`src/rtl/mem_arbiter.sv`:
```
// Two-requester memory arbiter: instruction and data buses share one
// downstream port. Each requester has a one-deep pending slot, grants
// are round-robin (data first after reset), and a watchdog forces a
// completion with a poison pattern if the memory never acknowledges.
module mem_arbiter #(
  parameter int unsigned TIMEOUT = 255
) (
  input  logic        clock,
  input  logic        reset,
  input  logic        cpui_request,
  input  logic [31:0] cpui_addr,
  output logic [31:0] cpui_rdata,
  output logic        cpui_ack,
  input  logic        cpud_request,
  input  logic [31:0] cpud_addr,
  input  logic        cpud_write,
  input  logic [3:0]  cpud_byte_enable,
  input  logic [31:0] cpud_wdata,
  output logic [31:0] cpud_rdata,
  output logic        cpud_ack,
  output logic        mem_request,
  output logic [31:0] mem_addr,
  output logic        mem_write,
  output logic [3:0]  mem_byte_enable,
  output logic [31:0] mem_wdata,
  input  logic [31:0] mem_rdata,
  input  logic        mem_ack,
  output logic        timeout_err,
  output logic        protocol_err
);

  localparam logic [1:0] IDLE    = 2'd0;
  localparam logic [1:0] GRANT_I = 2'd1;
  localparam logic [1:0] GRANT_D = 2'd2;

  localparam logic [31:0] POISON    = 32'hDEADBEEF;
  localparam logic [31:0] WD_LIMIT  = TIMEOUT - 1;

  logic [1:0]  state_reg;
  logic        pend_i_reg;
  logic        pend_d_reg;
  logic [31:0] pi_addr_reg;
  logic [31:0] pd_addr_reg;
  logic        pd_write_reg;
  logic [3:0]  pd_be_reg;
  logic [31:0] pd_wdata_reg;
  logic        last_d_reg;
  logic [31:0] wd_cnt_reg;

  logic granted;
  logic expire;
  logic finish;
  logic done_i;
  logic done_d;
  logic pick_d;
  logic start;

  // Completion, watchdog expiry and next-grant selection.
  always_comb begin
    granted = (state_reg != IDLE);
    expire  = granted && (TIMEOUT != 0) && !mem_ack && (wd_cnt_reg == WD_LIMIT);
    finish  = granted && (mem_ack || expire);
    done_i  = finish && (state_reg == GRANT_I);
    done_d  = finish && (state_reg == GRANT_D);
    // Data wins unless the previous grant already went to data.
    pick_d  = pend_d_reg && (!pend_i_reg || !last_d_reg);
    // One quiet cycle (the ack cycle) separates back-to-back grants.
    start   = (state_reg == IDLE) && (pend_i_reg || pend_d_reg) && !cpui_ack && !cpud_ack;
  end

  // Pending slots: capture new requests, drop and flag overlapping ones.
  always_ff @(posedge clock or negedge reset) begin
    if (!reset) begin
      pend_i_reg   <= 1'b0;
      pend_d_reg   <= 1'b0;
      pi_addr_reg  <= '0;
      pd_addr_reg  <= '0;
      pd_write_reg <= 1'b0;
      pd_be_reg    <= '0;
      pd_wdata_reg <= '0;
      protocol_err <= 1'b0;
    end else begin
      if (done_i) pend_i_reg <= 1'b0;
      if (done_d) pend_d_reg <= 1'b0;
      if (cpui_request) begin
        if (pend_i_reg) begin
          protocol_err <= 1'b1;
        end else begin
          pend_i_reg  <= 1'b1;
          pi_addr_reg <= cpui_addr;
        end
      end
      if (cpud_request) begin
        if (pend_d_reg) begin
          protocol_err <= 1'b1;
        end else begin
          pend_d_reg   <= 1'b1;
          pd_addr_reg  <= cpud_addr;
          pd_write_reg <= cpud_write;
          pd_be_reg    <= cpud_byte_enable;
          pd_wdata_reg <= cpud_wdata;
        end
      end
    end
  end

  // Grant FSM: issue the downstream command, then route the completion.
  always_ff @(posedge clock or negedge reset) begin
    if (!reset) begin
      state_reg       <= IDLE;
      last_d_reg      <= 1'b0;
      wd_cnt_reg      <= '0;
      mem_request     <= 1'b0;
      mem_addr        <= '0;
      mem_write       <= 1'b0;
      mem_byte_enable <= '0;
      mem_wdata       <= '0;
      cpui_ack        <= 1'b0;
      cpud_ack        <= 1'b0;
      cpui_rdata      <= '0;
      cpud_rdata      <= '0;
      timeout_err     <= 1'b0;
    end else begin
      cpui_ack    <= 1'b0;
      cpud_ack    <= 1'b0;
      mem_request <= 1'b0;
      if (state_reg == IDLE) begin
        if (start) begin
          state_reg       <= pick_d ? GRANT_D : GRANT_I;
          last_d_reg      <= pick_d;
          wd_cnt_reg      <= '0;
          mem_request     <= 1'b1;
          mem_addr        <= pick_d ? pd_addr_reg : pi_addr_reg;
          mem_write       <= pick_d && pd_write_reg;
          mem_byte_enable <= pick_d ? pd_be_reg : 4'b1111;
          mem_wdata       <= pick_d ? pd_wdata_reg : '0;
        end
      end else if (finish) begin
        state_reg <= IDLE;
        if (expire) timeout_err <= 1'b1;
        if (state_reg == GRANT_D) begin
          cpud_ack   <= 1'b1;
          cpud_rdata <= mem_ack ? mem_rdata : POISON;
        end else begin
          cpui_ack   <= 1'b1;
          cpui_rdata <= mem_ack ? mem_rdata : POISON;
        end
      end else begin
        wd_cnt_reg <= wd_cnt_reg + 32'd1;
      end
    end
  end

endmodule

```
`config.mk`:
```
export PLATFORM = sky130hd
export DESIGN_NAME = mem_arbiter
export DESIGN_NICKNAME = d
export VERILOG_FILES = /design/src/rtl/mem_arbiter.sv
export SDC_FILE = /design/constraint.sdc
export NUM_CORES = 1
export LEC_CHECK = 0
export ABC_AREA = 1
export CAP_MARGIN = 40
export CORE_UTILIZATION = 40
export CTS_BUF_LIST = sky130_fd_sc_hd__clkbuf_2 sky130_fd_sc_hd__clkbuf_4 sky130_fd_sc_hd__clkbuf_8
export CTS_CLUSTER_DIAMETER = 30
export DETAILED_ROUTE_END_ITERATION = 10
export HOLD_SLACK_MARGIN = 0.15
export PLACE_DENSITY = 0.7
export SETUP_SLACK_MARGIN = 0.02
export SYNTH_ARGS = -nofsm -noshare
export SYNTH_HDL_FRONTEND = slang
export SYNTH_SLANG_ARGS = --single-unit
```
`constraint.sdc`:
```
create_clock -name clock -period 3.2 [get_ports clock]
set_clock_uncertainty 0.1 [all_clocks]
set_input_delay 0.48 -clock clock [delete_from_list [all_inputs] [get_ports clock]]
set_output_delay 0.48 -clock clock [all_outputs]
set_load 0.02 [all_outputs]
```
* After elaboration in Yosys (flattened, before gate mapping) *
Index checks and enable logic that the tools add are counted.
Widths: inputs -> output; s select.

word-level totals
  register bits after elaboration = 276
  input port bits = 138
  output and inout port bits = 138
  logic and storage cells = 89

operators by class
  $add $sub $neg = 1
  equal/unequal tests = 5
  muxes and demuxes = 29
  bitwise gates (word level) = 4
  reductions and logical operators = 29

operator list
  cell                   number
  $mux 32                6
  $add 32x1->32 const B  1
  $eq 32x8->1 const B    1
  $mux 1                 18
  $logic_and 1x1->1      10
  $reduce_and 2->1       5
  $reduce_and 3->1       3
  $mux 2                 4
  $logic_not 1->1        5
  $mux 4                 1
  $not 1->1              4
  $reduce_bool 2->1      2
  $logic_or 1x1->1       3
  $eq 2x1->1 const B     1
  $eq 2x2->1 const B     1
  $logic_not 2->1        1
  $ne 2x1->1 const B     1
  $ne 2x2->1 const B     1

* Depth between registers and ports, before layout *
  depth after elaboration = 9
  gate-level depth with buffers = 12
  gate-level depth less buffers = 12

* Worst setup path before layout *
No wires, ideal clock.

  path type = in2reg
  from = input port mem_ack
  to = register cpui_rdata[29]
  library setup time = 0.128 ns
  arrival = 1.669 ns
  required time = 2.972 ns
  slack = 1.303 ns
  stages = 11
  buffers on the path = 3
  cell sequence = buf_2 -> inv_2 -> nand2_1 -> nor2_1 -> nand4_1 -> o21bai_4 -> nand2_2 -> buf_6 -> buf_6 -> nand2_1 -> o21ai_0

between the ends
  cells in the longest elaborated chain, start to end = 6
  elaborated cells on any way between the ends = 7
  those cells by class = mux: 1; reduce/logical: 6

RTL lines
  what                               line  RTL
  start: declaration                 27    input logic mem_ack,
  $logic_not 1->1                    61    expire = granted && (TIMEOUT != 0) && !mem_ack && (wd_cnt_reg == WD_LIMIT);
  $logic_and 1x1->1 (2 in series)    61
  $logic_or 1x1->1                   62    finish = granted && (mem_ack || expire);
  $logic_and 1x1->1                  62
  $reduce_and 3->1 (no source line)  n/a
  end signal: assignment             146   cpui_rdata <= mem_ack ? mem_rdata : POISON;
  end: declaration                   12    output logic [31:0] cpui_rdata,

Parallel ways exist; a longest one is shown, timed or not.
A chain may end at the register's enable or synchronous reset.

* Final worst setup path *
  from = register mem_addr[8]
  to = output port mem_addr[8]

RTL lines
  what                      line  RTL
  start: declaration        22    output logic [31:0] mem_addr,
  start signal: assignment  133   mem_addr <= pick_d ? pd_addr_reg : pi_addr_reg;

No word-level cell between the ends.

==> key figures <==
Outcome
  – Outcome: complete, no violations

STA
  – Fmax: around 450 MHz
  – Worst Max-Slew Pin Slew: ~0.8 ns
  – # setup viols final: 0
  – Fin crit period: about 2.2 ns
  – RSZ-0062 raised after global routing: no
  – Final setup TNS: 0 ns
  – Worst slew margin: a little under half
  – Pins Over Slew Limit: 0
  – Final Hold Viols: 0
  – Fin crit share: roughly 70%
  – Worst setup margin: 0.966 ns

Yosys
  – Post-synth top area cell: dfrtp_1
  – Syn avg cell area: about 9.4 µm²
  – Cells after Synth: between 1,000 and 1,500
  – Share of flip-flops with an asynchronous set or reset: between 90% and 100%
  – Fraction of the yosys area taken by sequential cells: around three fifths
  – Post-synth EDFFs: 0
  – Most frequent cell after synthesis: nand2_1
  – Mapped cell area: 0.0118 mm²
  – Post-synth top area share: between 50% and 60%
  – Post-synth cell types: 33
  – Mapped Nets: 1,389
  – Top cells by count, synth: nand2_1 (341), dfrtp_1 (276), nor2_1 (151)
  – Yosys warns: 0
  – Synth Register Bits: 276
  – Synth area leaders: dfrtp_1 (59%), nand2_1 (11%), mux2_2 (6.9%), nor2_1 (4.8%), nand3_1 (4.6%)
  – Primary FF master, synth: dfrtp_1

Setup path
  – Critical Path Stages: 1
  – Crit path cell chain: clkdlybuf4s50_1
  – CP required: roughly 2.6 ns
  – Critical path endpoint category: output port
  – Worst Path Arrival: about 1.7 ns
  – CP Class: reg2out
  – Worst r2r src: state_reg[0]
  – R2R Path End: cpud_rdata[15]
  – Worst path max stage delay: roughly 0.67 ns
  – R2R depth: 10
  – Launching element type of the critical path: register
  – Flop-to-flop setup slack: ~1 ns
  – CP max stage cell: clkdlybuf4s50_1
  – WP buf/inv: 1
  – Worst-path fanout max: 2
  – Worst path top cell family by delay: buffers and inverters

Route
  – Vias: ~9,600
  – Mean routed wirelength per cell: 15.7 µm
  – Initial DRT Pass Iterations: 5
  – Routed WL: 31,100 µm
  – Drc violations: 0
  – ANT nets after route: 0
  – Vias per std cell: slightly below 5
  – Initial DRC count: 534

Final layout
  – Share of cells above drive strength 1: roughly 14%
  – FILL cells: 2,492
  – Fin util: 56.8%
  – Final #Nets: 1,686
  – Final cell area excluding filler cells: about 0.016 mm²
  – Area Overhead vs Synth: 39.1%
  – Antenna cell count: 0

Flow run
  – Max cap viols: 0

CTS
  – Root Driver: clkbuf_8
  – Num CTS Buffers: 58
  – Sink Count: roughly 280
  – Max Root-Sink Buffers: 3
  – Clock transition at path regs: roughly 0.06 ns
  – H-tree depth: 2
  – Setup bufs post-CTS: 0
  – CTS tree: built
  – Later-pin clock latency in the skew report: approximately 0.6 ns

Floorplan
  – Core area: 0.0288 mm²
  – I/O Pins: 276
  – Die ar.: between 0.03 and 0.04 mm²
  – Cell row count: between 60 and 70
  – Die Y: ~170 µm
  – Width of the die: ~170 µm
  – Initial core utilization: 40.8%

Placement
  – Cell Area, Placed: around 0.015 mm²
  – Hpwl dp: between 20,000 and 25,000 µm
  – Port buffer count: around 280
  – Placer congestion estimate: between 0.8 and 0.9
  – Pre-CTS setup slack: approximately 0.65 ns

Power
  – Static Leak: about 7.4 nW
  – Pwr Density: 1030 mW/mm²
  – Max IR drop VDD: roughly 670 µV

Global routing
  – Initial antenna violation count: 3
  – Global-route wire length before repair: between 50,000 and 60,000 µm
  – Tot GR Track Use: around a fifth
  – Gr ovfl total: 0
  – Pin count of the biggest net entering global routing: 83
  – Vias in the first global route: approximately 9,600

Worst hold path
  – Hold Crit Class: in2async
metal layers:
layer	up-vias	part of all wire, %	GRT usage, %
met5	-	0.051	0
met4	2	2.4	7.15
met3	62	8.6	7.19
met2	294	47	33.5
met1	4612	42	26.1
li1	4670	-	-
how the worst max path moves through the flow:
stage                        startpoint             end  slack (ns)
after floorplan                 mem_ack  cpui_rdata[29]        1.30
after global placement          mem_ack   cpud_rdata[4]        0.71
after detailed placement        mem_ack  cpud_rdata[15]        0.65
after CTS                   mem_addr[8]     mem_addr[8]        0.90
after global routing      wd_cnt_reg[0]  wd_cnt_reg[30]        0.78
final                       mem_addr[8]     mem_addr[8]        0.97
per-stage QoR:
stage / power, mW / hold WS (ns) / std cells
after floorplan: 9.53 / 0.0844 / 1249
after global placement: 12.2 / 0.353 / 1868
after detailed placement: 12.4 / 0.359 / 1869
after CTS: 17.0 / 0.318 / 1977
after global routing: 17.8 / 0.352 / 1977
final: 16.8 / 0.334 / 1977
worst register-to-register path, stage by stage, from the launching register on:
cell and delay, ns:
dfrtp_1 0.43, inv_2 0.18, nand2_4 0.17, nand2_1 0.12, nor2_2 0.04, nand3_2 0.11
o21bai_4 0.08, nand2_2 0.06, buf_4 0.54, nand2_1 0.21, o21ai_2 0.10
cell type report:
| cell class | instances | area (µm²) | share of cell area, % |
|---|---|---|---|
| inverters | 64 | 240 | 1.47 |
| well taps | 384 | 480 | 2.94 |
| flip-flops and latches | 276 | 6910 | 42.3 |
| multi-input cells | 847 | 4290 | 26.2 |
| repair buffers | 299 | 2990 | 18.3 |
| clock buffers | 72 | 978 | 5.99 |
| clock inverters | 35 | 462 | 2.83 |
report_power, final:
| group | internal, mW | total, mW | switching (mW) |
|---|---|---|---|
| logic | 2.83 | 6.49 | 3.66 |
| registers | 5.02 | 5.83 | 0.806 |
| clock network | 2.79 | 4.47 | 1.68 |
| total | 10.6 | 16.8 | 6.15 |
repair_timing:
| action | in CTS | in global routing |
|---|---|---|
| gates resized for setup | 0 | 0 |
| hold endpoints to repair | 75 | 0 |
| hold buffers | 1 | 0 |
cells by family after synthesis:
group | count (synthesis) | share of synthesized area, %
compound gates | 154 | 7.68
xor+xnor | 9 | 0.671
fa+ha+maj | 2 | 0.213
buf+inv | 126 | 4.87
flops | 276 | 58.8
mux | 72 | 6.90
simple gates | 610 | 20.9
cell usage in the layout, fill, tap and decap left out, types with 2 or more instances in the layout:
| cell | Yosys | routed |
|---|---|---|
| nor2_2 | 2 | 2 |
| buf_12 | 0 | 2 |
| a21oi_1 | 38 | 38 |
| nand3_1 | 109 | 109 |
| nand2_4 | 1 | 2 |
| o21bai_1 | 3 | 3 |
| xnor2_1 | 6 | 6 |
| clkbuf_4 | 0 | 2 |
| clkinv_4 | 0 | 6 |
| nand4_1 | 3 | 3 |
| xor2_1 | 3 | 3 |
| o22a_1 | 3 | 3 |
| mux2_2 | 72 | 72 |
| o21ai_1 | 48 | 48 |
| inv_1 | 60 | 60 |
| ha_1 | 2 | 2 |
| inv_2 | 4 | 4 |
| nor2_1 | 151 | 150 |
| a22o_1 | 9 | 9 |
| clkinvlp_4 | 0 | 7 |
| buf_4 | 0 | 20 |
| clkbuf_8 | 0 | 70 |
| nand2_2 | 2 | 2 |
| bufinv_16 | 0 | 9 |
| o21ai_2 | 9 | 9 |
| nand2_1 | 341 | 340 |
| clkdlybuf4s50_1 | 0 | 274 |
| o21ai_0 | 36 | 36 |
| dfrtp_1 | 276 | 276 |
| clkinv_2 | 0 | 11 |
| o211ai_1 | 2 | 2 |
(Power assumes the default switching activity.)
